===== src/rtl/gcd_req_arbiter.sv =====
// gcd_req_arbiter: round-robin front end that shares one GCD engine between
// NREQ requesters. An accepted operand pair goes to the engine with a one-cycle
// start pulse. The engine result comes back tagged with the requester index.
//
// Optional feature macro: GCD_ZERO_BYPASS_EN
//   When defined, a pair with a zero operand is answered directly (a|b) and
//   the engine is never started for it.
module gcd_req_arbiter #(
  parameter  int NREQ  = 4,
  parameter  int WIDTH = 8,
  localparam int IDW   = $clog2(NREQ)
) (
  input  logic                    clk,
  input  logic                    reset,
  input  logic [NREQ-1:0]         req_valid,
  input  logic [NREQ*WIDTH-1:0]   req_a,
  input  logic [NREQ*WIDTH-1:0]   req_b,
  output logic [NREQ-1:0]         req_ready,
  output logic                    eng_start,
  output logic [WIDTH-1:0]        eng_a,
  output logic [WIDTH-1:0]        eng_b,
  input  logic                    eng_done,
  input  logic [WIDTH-1:0]        eng_result,
  output logic                    rsp_valid,
  output logic [IDW-1:0]          rsp_id,
  output logic [WIDTH-1:0]        rsp_result,
  input  logic                    rsp_ready
);

  typedef enum logic [1:0] {
    ST_IDLE  = 2'd0,
    ST_ISSUE = 2'd1,
    ST_WAIT  = 2'd2,
    ST_RESP  = 2'd3
  } state_t;

  state_t           state_q, state_d;
  logic [IDW-1:0]   rr_ptr_q, rr_ptr_d;
  logic [WIDTH-1:0] eng_a_q, eng_a_d;
  logic [WIDTH-1:0] eng_b_q, eng_b_d;
  logic [IDW-1:0]   rsp_id_q, rsp_id_d;
  logic [WIDTH-1:0] rsp_result_q, rsp_result_d;
  logic             rsp_valid_q, rsp_valid_d;

  // Per-port operand views and the rotated search order.
  logic [WIDTH-1:0] op_a     [NREQ];
  logic [WIDTH-1:0] op_b     [NREQ];
  logic [IDW:0]     cand_sum [NREQ];
  logic [IDW-1:0]   cand_idx [NREQ];
  logic [NREQ-1:0]  cand_vld;

  logic             grant_valid;
  logic [IDW-1:0]   grant_idx;
  logic [WIDTH-1:0] grant_a;
  logic [WIDTH-1:0] grant_b;
  logic             zero_bypass;
  logic             accept;

  // Candidate gi is the port gi positions past rr_ptr, wrapping at NREQ so
  // that non-power-of-2 port counts never index a missing port.
  for (genvar gi = 0; gi < NREQ; gi++) begin : g_cand
    assign op_a[gi]     = req_a[gi*WIDTH +: WIDTH];
    assign op_b[gi]     = req_b[gi*WIDTH +: WIDTH];
    assign cand_sum[gi] = {1'b0, rr_ptr_q} + (IDW+1)'(gi);
    assign cand_idx[gi] = (cand_sum[gi] >= (IDW+1)'(NREQ))
                          ? IDW'(cand_sum[gi] - (IDW+1)'(NREQ))
                          : cand_sum[gi][IDW-1:0];
    assign cand_vld[gi] = req_valid[cand_idx[gi]];
  end

  // Pick the first valid candidate in round-robin order.
  always_comb begin
    grant_valid = 1'b0;
    grant_idx   = '0;
    for (int i = NREQ - 1; i >= 0; i--) begin
      if (cand_vld[i]) begin
        grant_valid = 1'b1;
        grant_idx   = cand_idx[i];
      end
    end
  end

  assign grant_a = op_a[grant_idx];
  assign grant_b = op_b[grant_idx];
  assign accept  = (state_q == ST_IDLE) && grant_valid;

  // Decide whether an accepted pair can skip the engine.
  always_comb begin
`ifdef GCD_ZERO_BYPASS_EN
    zero_bypass = (grant_a == '0) || (grant_b == '0);
`else
    zero_bypass = 1'b0;
`endif
  end

  // State register; reset discards any in-flight job.
  always_ff @(posedge clk) begin
    if (reset) begin
      state_q <= ST_IDLE;
    end else begin
      state_q <= state_d;
    end
  end

  // Next-state logic: one job at a time through ISSUE/WAIT/RESP.
  always_comb begin
    state_d = state_q;
    case (state_q)
      ST_IDLE:  if (grant_valid) state_d = zero_bypass ? ST_RESP : ST_ISSUE;
      ST_ISSUE: state_d = ST_WAIT;
      ST_WAIT:  if (eng_done) state_d = ST_RESP;
      ST_RESP:  if (rsp_valid_q && rsp_ready) state_d = ST_IDLE;
      default:  state_d = ST_IDLE;
    endcase
  end

  // Output decode: accept strobe in IDLE, start pulse in ISSUE.
  always_comb begin
    req_ready = '0;
    eng_start = 1'b0;
    if (!reset) begin
      case (state_q)
        ST_IDLE:  if (grant_valid) req_ready[grant_idx] = 1'b1;
        ST_ISSUE: eng_start = 1'b1;
        default:  ;
      endcase
    end
  end

  // Datapath next values: operand capture, pointer advance, response capture.
  always_comb begin
    rr_ptr_d     = rr_ptr_q;
    eng_a_d      = eng_a_q;
    eng_b_d      = eng_b_q;
    rsp_id_d     = rsp_id_q;
    rsp_result_d = rsp_result_q;
    rsp_valid_d  = rsp_valid_q;
    if (accept) begin
      eng_a_d  = grant_a;
      eng_b_d  = grant_b;
      rsp_id_d = grant_idx;
      rr_ptr_d = (grant_idx == IDW'(NREQ - 1)) ? '0 : grant_idx + IDW'(1);
      if (zero_bypass) begin
        // gcd(0,x)=x and gcd(0,0)=0, so OR-ing the pair gives the answer.
        rsp_result_d = grant_a | grant_b;
        rsp_valid_d  = 1'b1;
      end
    end
    if ((state_q == ST_WAIT) && eng_done) begin
      rsp_result_d = eng_result;
      rsp_valid_d  = 1'b1;
    end
    if ((state_q == ST_RESP) && rsp_valid_q && rsp_ready) begin
      rsp_valid_d = 1'b0;
    end
  end

  // Datapath registers, all cleared by reset.
  always_ff @(posedge clk) begin
    if (reset) begin
      rr_ptr_q     <= '0;
      eng_a_q      <= '0;
      eng_b_q      <= '0;
      rsp_id_q     <= '0;
      rsp_result_q <= '0;
      rsp_valid_q  <= 1'b0;
    end else begin
      rr_ptr_q     <= rr_ptr_d;
      eng_a_q      <= eng_a_d;
      eng_b_q      <= eng_b_d;
      rsp_id_q     <= rsp_id_d;
      rsp_result_q <= rsp_result_d;
      rsp_valid_q  <= rsp_valid_d;
    end
  end

  assign eng_a      = eng_a_q;
  assign eng_b      = eng_b_q;
  assign rsp_id     = rsp_id_q;
  assign rsp_result = rsp_result_q;
  assign rsp_valid  = rsp_valid_q;

endmodule


===== config.mk =====
export PLATFORM = sky130hd
export DESIGN_NAME = gcd_req_arbiter
export DESIGN_NICKNAME = d
export VERILOG_FILES = /design/src/rtl/gcd_req_arbiter.sv
export SDC_FILE = /design/constraint.sdc
export NUM_CORES = 1
export LEC_CHECK = 0
export ABC_AREA = 1
export ABC_CLOCK_PERIOD_IN_PS = 2300
export CAP_MARGIN = 40
export CORE_UTILIZATION = 25
export DETAILED_ROUTE_END_ITERATION = 16
export DONT_BUFFER_PORTS = 1
export PLACE_DENSITY = 0.47
export SYNTH_ARGS = -nofsm -noshare
export SYNTH_HDL_FRONTEND = slang
export SYNTH_SLANG_ARGS = --single-unit
export TNS_END_PERCENT = 20

===== constraint.sdc =====
create_clock -name clk -period 2.3 [get_ports clk]
set_input_delay 0.46 -clock clk [delete_from_list [all_inputs] [get_ports clk]]
set_output_delay 0.46 -clock clk [all_outputs]
set_load 0.05 [all_outputs]

# == After elaboration in Yosys (flattened, before gate mapping) ==
# Index checks and enable logic that the tools add are counted.
# classes
addsub,8
n_lt_le_gt_ge,11
n_eq_ne,7
n_mux,38
bitwise,1
reduce_logical,9
# op_table
operator,n
$bmux 8 s2,2
$mux 8,4
$mux 2,12
$lt 2x3->1 const B,5
$ge 3x3->1 const B,4
$mux 4,3
$mux 1,11
$bmux 1 s2,4
$pmux 2 s4,1
$sub 2x1->2 const B,4
$add 2x2->3 const B,2
$eq 2x2->1 const B,3
$logic_and 1x1->1,6
$ne 2x2->1 const B,3
$add 2x1->3 const B,1
$ge 2x3->1 const B,1
$not 2->3,1
$reduce_and 3->1,1
$add 2x1->2 const B,1
$demux 1 s2,1
$eq 2x1->1 const B,1
$ge 2x1->1 const B,1
$logic_not 2->1,1
$reduce_or 2->1,1
# word_totals
ff_bits,31
out_inout_bits,32
wordCells,81

# == Logic depth before layout (Yosys ltp) ==
# logic_depth
ltp_word,16
depth_mapped,15
depth_no_buf,14

# == Worst setup path before layout ==
# OpenSTA, ideal clock, no wires.
# synth_timing
kind,input to output
startpoint,input req_valid[1]
endpoint,output req_ready[0]
arrival_ps,2385
required_time_ps,1840
slack_ps,-545
stages,11
path_cell_list,inv_1 o21ai_1 nand2_1 nand2_1 inv_2 nand3_2 nand2_4 nor2_8 inv_2 buf_6 nor3_1
# synth_via
elab_chain_cells,13
word_cells_on_any_way,24
cone_classes,2 x order compare; 21 x mux; 1 x reduce/logical
# synth_rtl
element,line_no,source
start: declaration,15,"input logic [NREQ-1:0] req_valid,"
$bmux 1 s2,68,assign cand_vld[gi] = req_valid[cand_idx[gi]];
$mux 1 (not written as such),68,
$mux 2 (4 in series),76,if (cand_vld[i]) begin
$lt 2x3->1 (not written as such) / $ge 2x1->1 (equally long branches),123,ST_IDLE: if (grant_valid) req_ready[grant_idx] = 1'b1;
$logic_and 1x1->1 (not written as such),123,
$mux 1 (not written as such),123,
$demux 1 s2,123,
$mux 4 (*),123,
$mux 4 (*),122,case (state_q)
$mux 4 (*),121,if (!reset) begin
end: declaration,18,"output logic [NREQ-1:0] req_ready,"
# Mark *: on every way between the ends. The rest lies on a longest branch, timed or not. The select of a mux whose other input is x is not followed.

# == Final worst setup path ==
# layout_timing
startpoint,register rr_ptr_q[0]
endpoint,output req_ready[1]
# layout_via
elab_chain_cells,16
word_cells_on_any_way,39
cone_classes,7 x add/sub; 6 x order compare; 25 x mux; 1 x reduce/logical
# layout_rtl
element,line_no,source
start: declaration,38,"logic [IDW-1:0] rr_ptr_q, rr_ptr_d;"
start signal: assignment,168,rr_ptr_q <= rr_ptr_d;
$add 2x2->3,64,"assign cand_sum[gi] = {1'b0, rr_ptr_q} + (IDW+1)'(gi);"
$ge 3x3->1 / $sub 2x1->2 (equally long branches),"65, 66",
$mux 2,66,? IDW'(cand_sum[gi] - (IDW+1)'(NREQ))
$bmux 1 s2,68,
$mux 1 (not written as such),68,
$mux 2 (4 in series),76,
$lt 2x3->1 (not written as such) / $ge 2x1->1 (equally long branches),123,
$logic_and 1x1->1 (not written as such),123,
$mux 1 (not written as such),123,
$demux 1 s2,123,
$mux 4 (*),123,
$mux 4 (*),122,
$mux 4 (*),121,
# Marked as above.

==> results.cfg <==
[drt]
wirelength_mm = 6.40
routed-via-count = 2146
first_pass_iters = 4
antenna_left = 0
drc = 0
drtIter0Drc = 75
via_per_inst = 4.67
wl_per_cell_um = 13.9

[power]
total_power_w = 0.00426
comb_power_share_pct = 56.5
powerDensity_nw_per_um2 = 1670
p_seq_share_pct = 32.0
p_int_w = 0.00190
power.share.clock_pct = 11.5
p_sw_share_pct = 55.4
power_switching_w = 0.00236
static-leakage-power_nw = 1.23
ir_worst_vdd_uv = 517

[sta]
hold_viol = 0
fin_ws_ns = -0.0561
relSlewSlack_pct = 62.8
report.final.setup_viol = 4
fin_crit_sh_pct = 102
rsz0062_at_grt = yes
final_max_slew_viol_count = 0
period_needed_ns = 2.36
fmax_mhz = 424
finClkSkew_ns = 0.0109
max_slew.worst_pin.slew_ns = 0.558
tns_ns = -0.144

[placement]
hpwl_mm = 4.62
dp.cells = 444
finalWeightedCongestion = 0.834
port_buffers = 0
place_area_um2 = 2230

[critical_path]
reg2reg_from = rr_ptr_q[0]
reg2reg_depth = 15
arrival_ns = 1.90
r2r-end = eng_b[1]
cp-start-kind = flop
required_ns = 1.84
critPathCaptureType = primary output
crit_type = flop to primary output
crit_fanout = 5
reg2reg_slack_ns = 0.24

[die]
die_h_um = 92.5
num_rows = 32
dieWidth_um = 92.5
die_area_um2 = 8560
pin_count = 112
coreArea_um2 = 7810
initial_core_util_pct = 26.2

[synthesis]
syn_inst = 340
synth_cell_types = 26
seq_area_frac_synth_pct = 30.3
ys_ff_latch = 31
synth_area_per_cell_um2 = 6.02
yosysWarnings = 0
async_flop_share_pct = 0
synth.net_count = 426
ys.flop_type = dfxtp_1
synth_edf_count = 0
synthesis.area_um2 = 2050

[clock_network]
cts_sinks = 31
insertion_delay_ns = 0.28
numCtsBuffers = 5
tritoncts = done
cts.htree.levels = 2
clk_path_buf_depth = 2
cts_hold_buf = 0
root_buffer = clkbuf_8
cts.clk_slew.worst_paths_ns = 0.07

[grt]
grt_max_degree = 24
grt_pass1_vias = 2104
antenna_found_initial = 0
grt_pass1_wl_mm = 10.2
overflow = 0
grt.total_usage_pct = 15.1

[status]
status = finished, violations left
failed_checks = setup timing

[final_layout]
nets = 443
finalNonFillerCells = 460
area_growth_pct = 24.5
fin_area_um2 = 2550
post-route-util_pct = 32.7
fill_cells = 909
drive_above_1_share_pct = 19.6
mostFrequentLayoutCells = nand2_1, nand3_1, nor2_1
layout_commonest_cell = nand2_1
n_antenna_cell = 0

[min_path]
hold_path_class = input pin to flop
worstHoldStart = rsp_ready
hold_path_end = rsp_valid
whs_path_depth = 1

[flow_run]
cap_violations = 0
[worst max-delay path, stage by stage (launching register included)]
cell,delay (ns)
dfxtp_4,0.37
buf_6,0.14
nand2_2,0.08
nand3_2,0.08
nand2_2,0.11
nand3_4,0.09
nand2_2,0.08
nand2_2,0.06
nand2_4,0.10
buf_6,0.11
inv_2,0.04
nor3_4,0.17
buf_6,0.18
[sequential cells by signal (all words and copies together), names as in the netlist]
signal,count
eng_b,8
state_q,2
rr_ptr_q,2
eng_a,8
rsp_id,2
rsp_valid,1
rsp_result,8
[worst max-delay path by stage]
| stage | startpoint | cells after the start | slack, ns | endpoint |
|---|---|---|---|---|
| after floorplan | req_valid[3] | 10 | -0.11 | req_ready[1] |
| after global placement | rr_ptr_q[0] | 12 | 0.13 | req_ready[0] |
| after detailed placement | rr_ptr_q[0] | 13 | 0.09 | req_ready[2] |
| after CTS | rr_ptr_q[0] | 12 | -0.03 | req_ready[1] |
| after global routing | rr_ptr_q[0] | 12 | -0.15 | req_ready[0] |
| final | rr_ptr_q[0] | 12 | -0.06 | req_ready[1] |
[final cells by class]
class                      count  area (um^2)  area share [%]
timing repair buffer          24          230            9.03
clock inverter                 1         7.51           0.294
tap                          102          128            5.00
multi-input combinational    262         1330            52.3
clock buffer                   7         96.3            3.78
sequential                    31          626            24.5
inverter                      33          129            5.05
[Yosys cell counts, drive strengths merged (2+ instances only)]
| library cell | instances | share of area, % |
|---|---|---|
| dfxtp | 31 | 30 |
| o21ai | 18 | 4.6 |
| clkbuf | 2 | 0.37 |
| buf | 12 | 4.5 |
| a31oi | 2 | 0.61 |
| inv | 32 | 5.9 |
| a21oi | 2 | 0.49 |
| nor2 | 54 | 11 |
| ha | 6 | 3.7 |
| nand2 | 117 | 22 |
| nor3 | 4 | 0.98 |
| nand3 | 56 | 14 |
[metrics by stage]
stage / setup slack (ns) / hold slack [ns]
2_1_floorplan: -0.115 / 0.504
3_3_place_gp: 0.125 / 0.554
3_5_place_dp: 0.0870 / 0.561
4_1_cts: -0.0253 / 0.282
5_1_grt: -0.155 / 0.292
6_report: -0.0561 / 0.290
[metal layers]
layer,part of all wire (%),track usage (%),vias to the layer above
li1,-,-,1105
met1,45,18.1,961
met2,48,26.8,76
met3,6.3,3.69,4
met4,0.72,3.52,0
met5,0,0,-
[power by group through the flow]
stage                     combinational, W  sequential (W)  clock, W
after global placement             0.00204         0.00136         0
final                              0.00241         0.00136  0.000490
after floorplan                    0.00161         0.00132         0
after detailed placement           0.00205         0.00137         0
after global routing               0.00271         0.00139  0.000529
after CTS                          0.00234         0.00136  0.000512
[repair_timing]
action                                  4_1_cts  5_1_grt
setup buffers                                 6        1
resized for setup                            34        8
gates cloned                                  1        0
endpoints found under the setup margin        4        4
pin swaps                                    13        9
[logic make-up (layout without fill, tap and decap cells)]
kind of cell / after synthesis / in the layout / share of synthesized area (%)
compound gates: 23 / 23 / 5.99
fa+ha+maj: 6 / 6 / 3.67
simple gates: 233 / 233 / 49.2
flops: 31 / 31 / 30.3
buf+inv: 47 / 65 / 10.9
Power figures use the tool's default switching activity.
